<file path="src/rtl/idexwb_fwd_pipe.sv">
// Decode/execute/writeback pipeline with an internal register file, multi-cycle MUL and RAW
// hazard handling. Define FORWARD_EN to forward EX results instead of stalling on RAW hazards.
module idexwb_fwd_pipe #(
  parameter int unsigned WIDTH   = 32,
  parameter int unsigned NREGS   = 32,
  parameter int unsigned AW      = 5,
  parameter int unsigned MUL_LAT = 2
) (
  input  logic             clk,
  input  logic             rst,
  input  logic             start,
  input  logic [2:0]       opcode,
  input  logic [AW-1:0]    Rs1,
  input  logic [AW-1:0]    Rs2,
  input  logic [AW-1:0]    Rd,
  input  logic [11:0]      imm,
  output logic             stall,
  output logic [WIDTH-1:0] res,
  output logic [AW-1:0]    Rdout,
  output logic             wb_valid
);

  typedef enum logic [2:0] {
    OpNop  = 3'b000,
    OpAdd  = 3'b001,
    OpMul  = 3'b010,
    OpAddi = 3'b011,
    OpSub  = 3'b100,
    OpAnd  = 3'b101,
    OpOr   = 3'b110,
    OpXor  = 3'b111
  } op_e;

`ifdef FORWARD_EN
  localparam bit FwdEn = 1'b1;
`else
  localparam bit FwdEn = 1'b0;
`endif
  localparam int unsigned CW = $clog2(MUL_LAT + 1);

  logic [WIDTH-1:0] rf_q [NREGS];

  logic             ex_valid_q;
  op_e              ex_op_q;
  logic [AW-1:0]    ex_rd_q;
  logic [WIDTH-1:0] ex_a_q, ex_b_q;
  logic [CW-1:0]    mul_cnt_q;

  logic             wb_valid_q;
  logic [AW-1:0]    wb_rd_q;
  logic [WIDTH-1:0] wb_res_q;

  op_e              op_in;
  logic             issue_req, uses_rs2, ex_writes, hit1, hit2, mul_busy, accept;
  logic [WIDTH-1:0] ex_result, imm_ext, rs1_val, rs2_val, opb;

  assign op_in     = op_e'(opcode);
  assign issue_req = start && (op_in != OpNop);
  assign uses_rs2  = (op_in != OpAddi);
  assign ex_writes = ex_valid_q && (ex_rd_q != '0);
  assign hit1      = ex_writes && (ex_rd_q == Rs1);
  assign hit2      = ex_writes && (ex_rd_q == Rs2);
  // MUL holds EX until its final cycle; in that final cycle its product is already available.
  assign mul_busy  = ex_valid_q && (ex_op_q == OpMul) && (mul_cnt_q != '0);
  assign stall     = mul_busy || (!FwdEn && issue_req && (hit1 || (uses_rs2 && hit2)));
  assign accept    = issue_req && !stall;
  assign imm_ext   = WIDTH'($signed(imm));

  always_comb begin
    ex_result = '0;
    unique case (ex_op_q)
      OpAdd, OpAddi: ex_result = ex_a_q + ex_b_q;
      OpMul:         ex_result = ex_a_q * ex_b_q;
      OpSub:         ex_result = ex_a_q - ex_b_q;
      OpAnd:         ex_result = ex_a_q & ex_b_q;
      OpOr:          ex_result = ex_a_q | ex_b_q;
      OpXor:         ex_result = ex_a_q ^ ex_b_q;
      default:       ex_result = '0;
    endcase
  end

  // Operand source priority: EX forward (if enabled) > WB bypass > register file.
  function automatic logic [WIDTH-1:0] pick(input logic [AW-1:0] a, input logic ex_hit,
                                            input logic [WIDTH-1:0] ex_val,
                                            input logic wb_hit, input logic [WIDTH-1:0] wb_val,
                                            input logic [WIDTH-1:0] rf_val);
    if (a == '0)             return '0;
    else if (FwdEn && ex_hit) return ex_val;
    else if (wb_hit)         return wb_val;
    else                     return rf_val;
  endfunction

  always_comb begin
    rs1_val = pick(Rs1, hit1, ex_result, wb_valid_q && (wb_rd_q == Rs1), wb_res_q,
                   (32'(Rs1) < NREGS) ? rf_q[Rs1] : '0);
    rs2_val = pick(Rs2, hit2, ex_result, wb_valid_q && (wb_rd_q == Rs2), wb_res_q,
                   (32'(Rs2) < NREGS) ? rf_q[Rs2] : '0);
    opb     = (op_in == OpAddi) ? imm_ext : rs2_val;
  end

  always_ff @(posedge clk or negedge rst) begin
    if (!rst) begin
      ex_valid_q <= 1'b0;
      ex_op_q    <= OpNop;
      ex_rd_q    <= '0;
      ex_a_q     <= '0;
      ex_b_q     <= '0;
      mul_cnt_q  <= '0;
      wb_valid_q <= 1'b0;
      wb_rd_q    <= '0;
      wb_res_q   <= '0;
      for (int i = 0; i < int'(NREGS); i++) rf_q[i] <= '0;
    end else begin
      if (wb_valid_q && (wb_rd_q != '0) && (32'(wb_rd_q) < NREGS)) rf_q[wb_rd_q] <= wb_res_q;
      if (mul_busy) begin
        mul_cnt_q  <= mul_cnt_q - 1'b1;
        wb_valid_q <= 1'b0;
      end else begin
        wb_valid_q <= ex_valid_q;
        if (ex_valid_q) begin
          wb_rd_q  <= ex_rd_q;
          wb_res_q <= ex_result;
        end
        ex_valid_q <= accept;
        if (accept) begin
          ex_op_q   <= op_in;
          ex_rd_q   <= Rd;
          ex_a_q    <= rs1_val;
          ex_b_q    <= opb;
          mul_cnt_q <= (op_in == OpMul) ? CW'(MUL_LAT - 1) : '0;
        end
      end
    end
  end

  assign res      = wb_res_q;
  assign Rdout    = wb_rd_q;
  assign wb_valid = wb_valid_q;

endmodule

</file>
<file path="config.mk">
export PLATFORM = sky130hd
export DESIGN_NAME = idexwb_fwd_pipe
export DESIGN_NICKNAME = d
export VERILOG_FILES = /design/src/rtl/idexwb_fwd_pipe.sv
export SDC_FILE = /design/constraint.sdc
export NUM_CORES = 2
export LEC_CHECK = 0
export ABC_CLOCK_PERIOD_IN_PS = 7000
export CAP_MARGIN = 25
export CORE_ASPECT_RATIO = 1.4
export CORE_MARGIN = 2
export CORE_UTILIZATION = 35
export DETAILED_ROUTE_END_ITERATION = 7
export PLACE_DENSITY = 0.57
export SLEW_MARGIN = 15
export SYNTH_ARGS = -nofsm -noshare
export SYNTH_HDL_FRONTEND = slang
export SYNTH_SLANG_ARGS = --single-unit
</file>
<file path="constraint.sdc">
create_clock -name clk -period 7 [get_ports clk]
set_input_delay 0.7 -clock clk [delete_from_list [all_inputs] [get_ports clk]]
set_output_delay 0.7 -clock clk [all_outputs]
set_load 0.02 [all_outputs]
</file>
==> metrics.cfg <==
[die]
design.core.area_um2 = 224000
die-width_um = 405
floorplan.die_area_um2 = 229000
placement_rows = 206
dieHeight_um = 565
start_util_pct = 35.1
ios = 72

[sta]
post-route-period-util_pct = 103
fin_worst_hold_slack_ps = 3.69
fmax_ghz = 0.138
largest_clock_skew_in_the_final_design_ps = 46.7
period_minus_slack_ps = 7220
finalHoldViolations = 0
finalSetupTns_ps = -729
slew_viol_final = 0
slew_limit_headroom_pct = 23.8
tightest_slew_ps = 1140
setup_ws_ps = -222
rsz0062_at_grt = yes
setup_viol_count_final = 6

[grt]
grt_usage_pct = 25.6
grt_pass1_vias = 59800
initial_antenna_violation_count = 6
grt.overflow.total = 0
grt_start_max_net_pins = 172
wire_length_of_the_first_global_routing_pass_um = 428000

[worst_setup_path]
worst_path_largest_cell_delay_ps = 540
timing.critical_path.fanout_max = 3
cpMostUsedCell = sky130_fd_sc_hd__fa_1
crit_path_top_delay_cell = sky130_fd_sc_hd__fa_1
critPathLaunchType = flop
reg2reg_setup_slack_ps = -220
worst_path_dominant_cell_family = adder cells
ws_path_type = reg -> reg
crit_required_ps = 7640
timing.critical_path.buf_inv = 7
worstPathArrival_ps = 7870
timing.critical_path.to_type = flop

[status]
violations_in_the_final_reports = setup timing
run_status = finished with violations

[layout]
areaGrowthSynthToFinish_pct = 13.3
final_layout_size_suffix_gt1_share_pct = 32.4
net_total_in_the_final_layout = 7457
mostFrequentLayoutCell = sky130_fd_sc_hd__dfrtp_1
regArea_um2 = 28500
multiInputGateArea_um2 = 47000
final_design_area_no_fill_um2 = 89200
fin_util_pct = 39.8
layout.cells.most_common_list = sky130_fd_sc_hd__dfrtp_1 (1134), sky130_fd_sc_hd__mux2_2 (1059), sky130_fd_sc_hd__nor2_1 (520)
fillCellCount = 21500

[power]
power_leakage_nw = 40.9
power_frac_comb_pct = 66.4
total_switching_power_mw = 22.7
share_seq_of_total_power_pct = 20.7
power_report.internal_total_mw = 26.5
clock_power_share_pct = 12.9
ir_worst_vdd_mv = 1.25
switching_fraction_of_total_power_pct = 46.2
power-per-cell-area_nw_per_um2 = 551

[drt]
dr_total_vias = 57600
wirelength_um = 296000
post_drt_via_cell_ratio = 5.88
dr.pass1.iters = 6
post_detailed_route_wirelength_per_cell_um = 30.2
drtAntennaViolNets = 0
drc = 0
detailed_router_s_first_iteration_violation_count = 5411

[logic_synthesis]
postSynthRegisterBits = 1137
synthFlopType = sky130_fd_sc_hd__dfrtp_1
yosys_warnings = 0
sequential_fraction_of_the_synthesis_area_pct = 36.1
ys_types = 83
post_synth_main_area_contributors = sky130_fd_sc_hd__dfrtp_1 (36%), sky130_fd_sc_hd__mux2_2 (15%), sky130_fd_sc_hd__fa_1 (10%), sky130_fd_sc_hd__mux4_2 (10%), sky130_fd_sc_hd__mux2i_1 (4.4%)
synth-edff-count = 0
post-synth-top-area-cell = sky130_fd_sc_hd__dfrtp_1
syn_area_per_cell_um2 = 11.7
fraction_of_synthesized_cell_area_taken_by_the_top_area_cell_type_pct = 36.1
synth_area_um2 = 78700
proportion_of_synthesized_flip_flops_having_asynchronous_set_or_reset_pct = 100
netlist_instances = 6747
mappedNetlistNets = 7409

[clocking]
clk_path_buf_depth = 3
clock_tree_from_tritoncts = yes
clock_sinks = 1137
clock_insertion_delay_worst_skew_ps = 760
clock-root-buffer = sky130_fd_sc_hd__clkbuf_16
clock_tree.htree_level_count = 3
total_cts_buffers = 110
holdBufCountCts = 0
clk_transition_reported_paths_ps = 70

[placement]
placed_area_um2 = 84700
dpl.hpwl_um = 201000
globalplace.congestion = 1.04
buffer_ports.inserted = 71
placement.setup.worst_slack_ps = -347

[worst_hold_path]
holdCritPathClass = in -> async

[job]
max_cap_viol_count = 0

-- logic make-up (layout without fill, tap and decap cells) --
logic type | count (synthesis) | after routing | share of synthesized area [%]
flip-flops | 1137 | 1137 | 36.1
XOR/XNOR | 155 | 155 | 1.72
adder cells (fa/ha/maj) | 629 | 629 | 13.9
multiplexers | 1762 | 1762 | 29.7
AO/OA/AOI/OAI | 911 | 911 | 7.66
AND/OR/NAND/NOR | 1109 | 1109 | 5.69
buffers and inverters | 1044 | 1182 | 5.14
other | 0 | 4 | 0
-- final timing paths --
kind,start,to,depth (start not counted)
max in group asynchronous,rst,rf_q[123],3
min reg2reg,rf_q[1011],rf_q[1011],0
max reg2reg,ex_b_q[2],res[31],27
min in group clk,rf_q[1011],rf_q[1011],0
min,rst,rf_q[431],1
max,ex_b_q[2],res[31],27
-- repair_timing --
action / 4_1_cts / 5_1_grt
gates cloned: 0 / 1
resized for setup: 37 / 95
endpoints found under the setup margin: 13 / 15
buffers inserted: 3 / 16
pin swaps: 16 / 44
-- stage by stage --
stage	power (mW)	instances
finish	49.2	9801
global route	52.2	9798
CTS	47.2	9783
detailed placement	40.2	9580
global placement	39.6	9577
floorplan	28.0	6747
-- per-layer routing --
layer  GRT usage [%]  vias up  share of wire, %
li1                -    24000                 -
met3            3.79      691               6.6
met2            43.5     2344                49
met5               0        -            0.0027
met4            13.5        2               6.1
met1            31.5    30600                39
-- flip-flops by register name, summed over array words and instances (netlist names) --
signal      count
mul_cnt_q       2
ex_valid_q      1
ex_a_q         32
res            32
ex_op_q         3
wb_valid        1
ex_b_q         32
rf_q         1024
Rdout           5
ex_rd_q         5
-- final cells by class --
class / count / share of cell area [%]
Clock inverter: 41 / 0.593
Clock buffer: 161 / 3.61
Multi-Input combinational cell: 4566 / 52.7
Tap cell: 2912 / 4.08
Inverter: 455 / 1.93
Timing Repair Buffer: 525 / 5.20
Sequential cell: 1137 / 31.9
Antenna cell: 4 / 0.0112
-- Yosys cell counts (6+ instances only) --
master and n:
sky130_fd_sc_hd__a211oi_1 8, sky130_fd_sc_hd__a21o_1 18, sky130_fd_sc_hd__a21oi_1 215, sky130_fd_sc_hd__a221oi_1 163, sky130_fd_sc_hd__a222oi_1 10, sky130_fd_sc_hd__a22o_1 6
sky130_fd_sc_hd__a22oi_1 77, sky130_fd_sc_hd__a31oi_1 14, sky130_fd_sc_hd__and2_1 6, sky130_fd_sc_hd__buf_1 106, sky130_fd_sc_hd__buf_2 55, sky130_fd_sc_hd__clkbuf_1 419
sky130_fd_sc_hd__clkinv_1 17, sky130_fd_sc_hd__dfrtp_1 1137, sky130_fd_sc_hd__fa_1 409, sky130_fd_sc_hd__ha_1 220, sky130_fd_sc_hd__inv_1 432, sky130_fd_sc_hd__inv_2 6
sky130_fd_sc_hd__mux2_2 1059, sky130_fd_sc_hd__mux2i_1 347, sky130_fd_sc_hd__mux4_2 356, sky130_fd_sc_hd__nand2_1 448, sky130_fd_sc_hd__nand2b_1 13, sky130_fd_sc_hd__nand3_1 10
sky130_fd_sc_hd__nand4_1 7, sky130_fd_sc_hd__nor2_1 551, sky130_fd_sc_hd__nor2b_1 9, sky130_fd_sc_hd__nor3_1 16, sky130_fd_sc_hd__nor4_1 11, sky130_fd_sc_hd__o211ai_1 66
sky130_fd_sc_hd__o21a_1 13, sky130_fd_sc_hd__o21ai_0 221, sky130_fd_sc_hd__o21ai_1 10, sky130_fd_sc_hd__o22ai_1 27, sky130_fd_sc_hd__o31ai_1 14, sky130_fd_sc_hd__or2_2 6
sky130_fd_sc_hd__xnor2_1 112, sky130_fd_sc_hd__xor2_1 43
-- power by group through the flow --
stage | Sequential [mW] | Clock [mW] | Combinational [mW]
floorplan | 9.85 | 0 | 18.1
global placement | 10.1 | 0 | 29.5
detailed placement | 10.2 | 0 | 29.9
CTS | 10.1 | 6.44 | 30.6
global route | 10.4 | 6.68 | 35.1
finish | 10.2 | 6.34 | 32.6
Power figures use the tool's default switching activity.
